`config.mk`:
```
export PLATFORM = sky130hd
export DESIGN_NAME = rns2bin_mrc_32_31_21_5
export DESIGN_NICKNAME = d
export VERILOG_FILES = /design/src/rtl/rns2bin_mrc_32_31_21_5_pkg.sv /design/src/rtl/rns2bin_mrc_32_31_21_5_mod_sub_mul.sv /design/src/rtl/rns2bin_mrc_32_31_21_5.sv
export SDC_FILE = /design/constraint.sdc
export NUM_CORES = 1
export LEC_CHECK = 0
export BUFFER_PORTS_ARGS = -buffer_cell sky130_fd_sc_hd__buf_2
export CAP_MARGIN = 20
export CORE_UTILIZATION = 47
export DETAILED_ROUTE_END_ITERATION = 7
export PLACE_DENSITY = 0.69
export SLEW_MARGIN = 25
export SYNTH_ARGS = -nofsm -noshare
export SYNTH_HDL_FRONTEND = slang
export SYNTH_SLANG_ARGS = --single-unit
```
`constraint.sdc`:
```
create_clock -name clk -period 16 [get_ports clk]
set_input_delay 0.8 -clock clk [delete_from_list [all_inputs] [get_ports clk]]
set_output_delay 0.8 -clock clk [all_outputs]
set_load 0.005 [all_outputs]
```
`src/rtl/rns2bin_mrc_32_31_21_5_pkg.sv`:
```
// rtl/rns2bin_mrc_32_31_21_5_pkg.sv - shared constants and state encoding for the (32,31,21,5) MRC converter
package rns_32_31_21_5_pkg;

  localparam int M1 = 32;
  localparam int M2 = 31;
  localparam int M3 = 21;
  localparam int M4 = 5;
  localparam int M  = 104160;

  localparam int INV32_M21 = 2;
  localparam int INV31_M21 = 19;
  localparam int INV32_M5  = 3;

  localparam int RES_W = 5;
  localparam int OUT_W = 17;

  typedef enum logic [2:0] {
    IDLE = 3'd0,
    A2   = 3'd1,
    A3   = 3'd2,
    A4   = 3'd3,
    ACC  = 3'd4,
    OUT  = 3'd5
  } state_t;

endpackage

```
`src/rtl/rns2bin_mrc_32_31_21_5_mod_sub_mul.sv`:
```
// rtl/rns2bin_mrc_32_31_21_5_mod_sub_mul.sv - combinational ((a-b) mod MOD) * INV mod MOD
module mod_sub_mul #(
  parameter int MOD = 21,
  parameter int INV = 1,
  parameter int W   = 5,
  parameter int OW  = $clog2(MOD)
) (
  input  logic [W-1:0]  a,
  input  logic [W-1:0]  b,
  output logic [OW-1:0] y
);

  localparam logic [W-1:0]    MOD_W = W'(MOD);
  localparam logic [OW-1:0]   MOD_O = OW'(MOD);
  localparam logic [OW-1:0]   INV_O = OW'(INV);
  localparam logic [2*OW-1:0] MOD_P = (2*OW)'(MOD);

  logic [OW-1:0]   ar;
  logic [OW-1:0]   br;
  logic [OW-1:0]   diff;
  logic [2*OW-1:0] prod;

  always_comb begin
    ar = OW'(a % MOD_W);
    br = OW'(b % MOD_W);
    // When ar < br the true value ar+MOD-br lies in [1,MOD-1], so wrap-around in OW bits is exact.
    diff = (ar >= br) ? (ar - br) : (ar + MOD_O - br);
    prod = {{OW{1'b0}}, diff} * {{OW{1'b0}}, INV_O};
    y    = OW'(prod % MOD_P);
  end

endmodule

```
`src/rtl/rns2bin_mrc_32_31_21_5.sv`:
```
// rtl/rns2bin_mrc_32_31_21_5.sv - sequential mixed-radix RNS(32,31,21,5) to binary converter
module rns2bin_mrc_32_31_21_5
  import rns_32_31_21_5_pkg::*;
(
  input  logic             clk,
  input  logic             reset,
  input  logic             in_valid,
  output logic             in_ready,
  input  logic [RES_W-1:0] r1,
  input  logic [RES_W-1:0] r2,
  input  logic [RES_W-1:0] r3,
  input  logic [2:0]       r4,
  output logic             out_valid,
  input  logic             out_ready,
  output logic [OUT_W-1:0] result,
  output logic             out_err
);

  state_t           state;
  logic [RES_W-1:0] a1;
  logic [RES_W-1:0] rr2;
  logic [RES_W-1:0] rr3;
  logic [2:0]       rr4;
  logic [4:0]       a2;
  logic [4:0]       a3;
  logic [2:0]       a4;
  logic             err;

  logic [4:0]       a2_c;
  logic [4:0]       a3_t;
  logic [4:0]       a3_c;
  logic [2:0]       a4_t;
  logic [2:0]       a4_u;
  logic [2:0]       a4_c;
  logic [OUT_W-1:0] acc_t;
  logic [OUT_W-1:0] acc_u;
  logic [OUT_W-1:0] acc_x;

  mod_sub_mul #(.MOD(M2), .INV(1), .W(5)) u_a2 (
    .a(rr2), .b(a1), .y(a2_c)
  );

  mod_sub_mul #(.MOD(M3), .INV(INV32_M21), .W(5)) u_a3_t (
    .a(rr3), .b(a1), .y(a3_t)
  );

  mod_sub_mul #(.MOD(M3), .INV(INV31_M21), .W(5)) u_a3 (
    .a(a3_t), .b(a2), .y(a3_c)
  );

  mod_sub_mul #(.MOD(M4), .INV(INV32_M5), .W(5)) u_a4_t (
    .a({2'b00, rr4}), .b(a1), .y(a4_t)
  );

  mod_sub_mul #(.MOD(M4), .INV(1), .W(5)) u_a4_u (
    .a({2'b00, a4_t}), .b(a2), .y(a4_u)
  );

  mod_sub_mul #(.MOD(M4), .INV(1), .W(5)) u_a4 (
    .a({2'b00, a4_u}), .b(a3), .y(a4_c)
  );

  // Horner form: 21*t = 16t+4t+t, 31*u = 32u-u, 32*v = v<<5.
  always_comb begin
    acc_t = OUT_W'(a3) + (OUT_W'(a4) << 4) + (OUT_W'(a4) << 2) + OUT_W'(a4);
    acc_u = OUT_W'(a2) + (acc_t << 5) - acc_t;
    acc_x = OUT_W'(a1) + (acc_u << 5);
  end

  always_ff @(posedge clk or negedge reset) begin
    if (!reset) begin
      state     <= IDLE;
      in_ready  <= 1'b0;
      out_valid <= 1'b0;
      result    <= '0;
      out_err   <= 1'b0;
      a1        <= '0;
      rr2       <= '0;
      rr3       <= '0;
      rr4       <= '0;
      a2        <= '0;
      a3        <= '0;
      a4        <= '0;
      err       <= 1'b0;
    end else begin
      case (state)
        IDLE: begin
          if (in_valid && in_ready) begin
            a1       <= r1;
            rr2      <= r2;
            rr3      <= r3;
            rr4      <= r4;
            err      <= (r2 > 5'd30) || (r3 > 5'd20) || (r4 > 3'd4);
            in_ready <= 1'b0;
            state    <= A2;
          end else begin
            in_ready <= 1'b1;
          end
        end
        A2: begin
          a2    <= a2_c;
          state <= A3;
        end
        A3: begin
          a3    <= a3_c;
          state <= A4;
        end
        A4: begin
          a4    <= a4_c;
          state <= ACC;
        end
        ACC: begin
          result  <= err ? '0 : acc_x;
          out_err <= err;
          state   <= OUT;
        end
        OUT: begin
          // out_valid rises one cycle after entering OUT, giving the fixed five-clock latency.
          if (!out_valid) begin
            out_valid <= 1'b1;
          end else if (out_ready) begin
            out_valid <= 1'b0;
            in_ready  <= 1'b1;
            state     <= IDLE;
          end
        end
        default: begin
          state    <= IDLE;
          in_ready <= 1'b0;
        end
      endcase
    end
  end

endmodule

```
==> flow_summary.ini, run 1 <==
[place]
dp_hpwl_mm = 14.6
io_buffers = 41
gp_congestion = 0.940
detailedPlace.worstSlack_ps = 1780
placed_cell_area_mm2 = 0.00906

[detailed_routing]
postRouteWirelength_mm = 18.2
drc_errors = 0
starting_drc_count_in_detailed_routing = 296
drt.antenna.violating_nets = 0
drt_first_pass_iters = 5
wire_per_inst_um = 13.9
vias = 7512
post_drt_via_cell_ratio = 5.73

[timing]
final_hold_vio_count = 0
layout_setup_ws_ps = 1550
finalSetupViolCount = 0
clock-skew-final_ps = 7.60
normalized_max_slew_margin_pct = 38.9
tightest_pin_transition_ps = 914
achievable-frequency_mhz = 69.2
rsz0062_at_grt = false
timing_max_transition_violations_final = 0
min_period_over_period_pct = 90.3
setup_total_negative_slack_ps = 0
period_needed_ps = 14450

[setup_path]
reg2reg_start = a1[1]$_DFFE_PN0P_
timing.critical_path.from_type = flip-flop
setup.worst_path.class = reg2reg
arrival_ps = 14680
critPathMaxFanout = 13
critPathMaxStageDelay_ps = 590
cp_common_cell = ha_1
slowest_stage = dfrtp_1
critical_path.startpoint = a1[1]$_DFFE_PN0P_
cp_data_required_time_ps = 16230
critPathCaptureType = flip-flop

[clock_tree]
htree_num_levels = 2
cts.clk_slew.worst_paths_ps = 80
clock_insertion_delay_worst_skew_ps = 310
cts_sinks = 55
buffer_type_at_the_clock_tree_root = clkbuf_16
clockBufferDepth = 2
postCtsResizedCells = 0
tritoncts = built
cts_hold_buf = 0
cts-buffers-inserted = 5
postCtsSetupRepairBufs = 0

[floorplan]
die-area_mm2 = 0.0189
io_pins = 42
placement_rows = 49
floorplan.die.width_um = 138
core-area_mm2 = 0.0180
die_y_um = 138
start_util_pct = 48.0

[finish]
layout.nets = 1255
drive_gt1_share_pct = 10.9
footprint_of_the_multi_input_gates_mm2 = 0.00677
fin_util_pct = 51.2
seqCellArea_mm2 = 0.00138
layout.cell_area.non_filler_mm2 = 0.00923
n_fill_cell = 1750
area.growth.synth_to_final_pct = 6.69
antenna_cells = 0

[global_route]
wire_length_of_the_first_global_routing_pass_mm = 31.3
antenna_found_initial = 0
grt_max_degree = 56
groute.usage.overall_pct = 20.1
global_route.overflow_total = 0
first_global_vias = 6926

[logic_synthesis]
yosysMostFrequentCell = ha_1
synthesis.nets = 1227
synth.top_cells.by_count = ha_1, inv_1, nand2_1
sequential_fraction_of_the_synthesis_area_pct = 15.9
synth_async_sr_flop_share_pct = 100
post_synth_instance_area_mm2 = 0.00865
ys_seq_elements = 55
ys.warnings.count = 0
yosysTopAreaCell = ha_1
synth_area_leaders = ha_1, dfrtp_1, xnor2_1
yosysUniqueCellTypes = 94
yosys.area.top_type_share_pct = 19.4
syn_inst = 1053
postSynthAreaPerCell_um2 = 8.21
synth_edf_count = 0
synth_top_flop_cell = dfrtp_1

[worst_hold_path]
hold_path.class = reg2reg
hold_path.startpoint = result[5]$_DFFE_PN0N_

[run_status]
result_of_the_run = finished, final reports clean

[run]
timing.max_cap.violations = 0
==> cell type report <==
type | count | area share (%)
multi-input cells | 867 | 73.4
flip-flops and latches | 55 | 14.9
inverters | 108 | 4.39
well taps | 229 | 3.11
repair buffers | 44 | 2.47
clock buffers | 7 | 1.65
clock inverters | 1 | 0.0814
==> final timing paths <==
check	slack (ps)	endpoint	depth (start not counted)
max in group asynchronous	14870	state[2]$_DFFE_PN0P_	2
worst max register to register	1550	a3[3]$_DFFE_PN0P_	61
worst max-delay path	1550	a3[3]$_DFFE_PN0P_	61
worst min-delay path	470	result[5]$_DFFE_PN0N_	2
worst min register to register	470	result[5]$_DFFE_PN0N_	2
min in group asynchronous	630	a1[0]$_DFFE_PN0P_	2
==> per-stage QoR <==
step	instances	hold WS, ps
detailed placement	1303	462
floorplan	1053	467
global route	1311	502
finish	1311	475
CTS	1311	479
global placement	1303	456
==> registers in the layout, summed over array words and instances, names as in the netlist <==
| register | count |
|---|---|
| rr4 | 3 |
| in_ready | 1 |
| a2 | 5 |
| result | 17 |
| err | 1 |
| out_valid | 1 |
| a3 | 5 |
| state | 3 |
| rr2 | 5 |
| out_err | 1 |
| a4 | 3 |
| a1 | 5 |
| rr3 | 5 |
==> worst max-delay path: cells and delay by family (launching register included) <==
| kind | cells | cell delay (ps) |
|---|---|---|
| buf+inv | 6 | 790 |
| simple gates | 17 | 3400 |
| compound gates | 24 | 6090 |
| mux | 1 | 140 |
| fa+ha+maj | 10 | 2830 |
| flops | 1 | 590 |
| xor+xnor | 3 | 510 |
==> cell usage in the layout, fill, tap and decap left out, drive strengths merged, types with 8 or more instances in the layout <==
cell	count
buf	44
mux2	33
a21oi	57
inv	107
nor2	72
or2	8
nand2b	19
a31oi	13
o21ai	73
ha	134
a211oi	11
nor2b	15
xnor2	52
and2	14
nand2	91
o22ai	8
o21a	16
o31ai	9
nor3	8
nand3	22
dfrtp	55
a22o	10
fa	18
xor2	31
a21o	24
==> kinds of logic (layout without fill, tap and decap cells) <==
kind of cell	after synthesis	after routing	share of synthesized area, %
fa+ha+maj	152	152	23.6
buf+inv	131	160	5.80
mux	40	40	5.11
simple gates	293	293	17.0
compound gates	299	299	23.8
xor+xnor	83	83	8.80
flops	55	55	15.9
==> per-layer routing <==
metal / vias up / part of all wire, % / track usage (%)
met5: - / 0 / 0
met4: 0 / 1.4 / 4.95
met3: 19 / 3.2 / 1.95
met2: 147 / 47 / 35.2
met1: 3538 / 48 / 26.2
li1: 3808 / - / -
Power of run 1 is not shown: default switching activity piles up to over one toggle a cycle in this logic, so the estimate is an artifact.
==> run 2, diff against run 1 <==
--- a/config.mk
+++ b/config.mk
@@ -8,6 +8,7 @@
 export BUFFER_PORTS_ARGS = -buffer_cell sky130_fd_sc_hd__buf_2
 export CAP_MARGIN = 20
 export CORE_UTILIZATION = 47
+export CTS_BUF_LIST = sky130_fd_sc_hd__clkbuf_8
 export DETAILED_ROUTE_END_ITERATION = 7
 export PLACE_DENSITY = 0.69
 export SLEW_MARGIN = 25
==> run 2 against run 1 <==
Register-to-register slack got worse by 40 ps. Clock skew rose by 3.1 ps. Utilization fell by 0.31 points. Routed wire length fell by 0.64%. Flip-flop and latch count did not move.
==> flow_summary.ini, run 2 (same netlist as run 1, synthesis figures left out) <==
[floorplan]
io_pins = 42
placement_rows = 49
die_y_um = 138
floorplan.die.width_um = 138
core-area_mm2 = 0.0180
die-area_mm2 = 0.0189
start_util_pct = 48.0

[finish]
seqCellArea_mm2 = 0.00138
drive_gt1_share_pct = 10.9
antenna_cells = 0
largest-register = result
n_fill_cell = 1754
final_common_cell = ha_1
largest_register_ffs = 17
mostFrequentLayoutCells = ha_1, inv_1, nand2_1
final-instance-count-excl-fill = 1311
layout.nets = 1255
area.growth.synth_to_final_pct = 6.03
footprint_of_the_multi_input_gates_mm2 = 0.00677

[timing]
achievable-frequency_mhz = 69.0
setup_total_negative_slack_ps = 0
timing_max_transition_violations_final = 0
period_needed_ps = 14490
normalized_max_slew_margin_pct = 39.0
final_hold_vio_count = 0
min_period_over_period_pct = 90.6
clock-skew-final_ps = 10.7
tightest_pin_transition_ps = 913
rsz0062_at_grt = false
finalSetupViolCount = 0

[detailed_routing]
drt.antenna.violating_nets = 0
postRouteWirelength_mm = 18.1
vias = 7440
wire_per_inst_um = 13.8
drt_first_pass_iters = 5
drc_errors = 0
starting_drc_count_in_detailed_routing = 330
post_drt_via_cell_ratio = 5.68

[clock_tree]
tritoncts = built
htree_num_levels = 2
postCtsResizedCells = 0
cts.clk_slew.worst_paths_ps = 110
cts_hold_buf = 0
clock_insertion_delay_worst_skew_ps = 340
postCtsSetupRepairBufs = 0
clockBufferDepth = 2
cts_sinks = 55
buffer_type_at_the_clock_tree_root = clkbuf_8
cts-buffers-inserted = 5

[setup_path]
reg2reg_slack_ps = 1510
critPathMaxStageDelay_ps = 590
timing.critical_path.from_type = flip-flop
critPathCaptureType = flip-flop
setup.worst_path.class = reg2reg
arrival_ps = 14750
cp_data_required_time_ps = 16260
r2r_cells = 61
reg2reg_start = a1[1]$_DFFE_PN0P_
timing.rr.end = a3[3]$_DFFE_PN0P_
critPathMaxFanout = 13
cp_common_cell = ha_1
slowest_stage = dfrtp_1

[place]
gp_congestion = 0.940
io_buffers = 41
placedCellCount = 1303
dp_hpwl_mm = 14.6

[global_route]
groute.usage.overall_pct = 20.0
grt_max_degree = 56
antenna_found_initial = 0
first_global_vias = 6860
global_route.overflow_total = 0
wire_length_of_the_first_global_routing_pass_mm = 31.1

[worst_hold_path]
hold_path.class = reg2reg
min_delay_worst_endpoint = result[5]$_DFFE_PN0N_
hold_path.startpoint = result[5]$_DFFE_PN0N_
hold_depth = 2

[run]
timing.max_cap.violations = 0

[run_status]
result_of_the_run = finished, final reports clean
run 2: metrics by stage:
| stage | worst slack, ps | hold WS, ps | utilization (%) | cell area (um^2) |
|---|---|---|---|---|
| after floorplan | 3230 | 467 | - | 8650 |
| after global placement | 2260 | 456 | 50.3 | 9060 |
| after detailed placement | 1780 | 462 | 50.3 | 9060 |
| after CTS | 1700 | 486 | 50.9 | 9170 |
| after global routing | 105 | 511 | 50.9 | 9170 |
| final | 1510 | 482 | 50.9 | 9170 |
run 2: layer usage:
| layer | track usage (%) | up-vias | share of wire [%] | wire, um |
|---|---|---|---|---|
| met5 | 0 | - | 0 | 0 |
| li1 | - | 3805 | - | - |
| met1 | 26.2 | 3473 | 49 | 8820 |
| met2 | 34.9 | 139 | 47 | 8460 |
| met3 | 2.06 | 23 | 3.1 | 561 |
| met4 | 4.95 | 0 | 1.4 | 261 |
run 2: worst max-delay path, delay by kind of cell, from the launching register on:
family / cells / cell delay (ps)
AOI/OAI and AO/OA: 24 / 6100
and+or+nand+nor: 17 / 3410
adders and majority gates: 10 / 2840
buffers and inverters: 6 / 790
DFF: 1 / 590
xor gates and xnor gates: 3 / 510
muxes: 1 / 140
run 2: worst max path at each step:
| stage | end | startpoint | slack, ps |
|---|---|---|---|
| CTS | a3[3]$_DFFE_PN0P_ | a1[1]$_DFFE_PN0P_ | 1700 |
| finish | a3[3]$_DFFE_PN0P_ | a1[1]$_DFFE_PN0P_ | 1510 |
| detailed placement | a3[3]$_DFFE_PN0P_ | a1[1]$_DFFE_PN0P_ | 1780 |
| global route | a3[3]$_DFFE_PN0P_ | a1[1]$_DFFE_PN0P_ | 100 |
| floorplan | a3[3]$_DFFE_PN0P_ | rr3[0]$_DFFE_PN0P_ | 3230 |
| global placement | a3[3]$_DFFE_PN0P_ | a1[1]$_DFFE_PN0P_ | 2260 |
run 2: cell type report:
class                   count  share of cell area [%]
multi-input cells         867                    73.8
inverters                 108                    4.42
clock buffers               7                    1.05
repair buffers             44                    2.48
flip-flops and latches     55                    15.0
clock inverters             1                  0.0819
well taps                 229                    3.13
Power of run 2 is left out for the same reason.
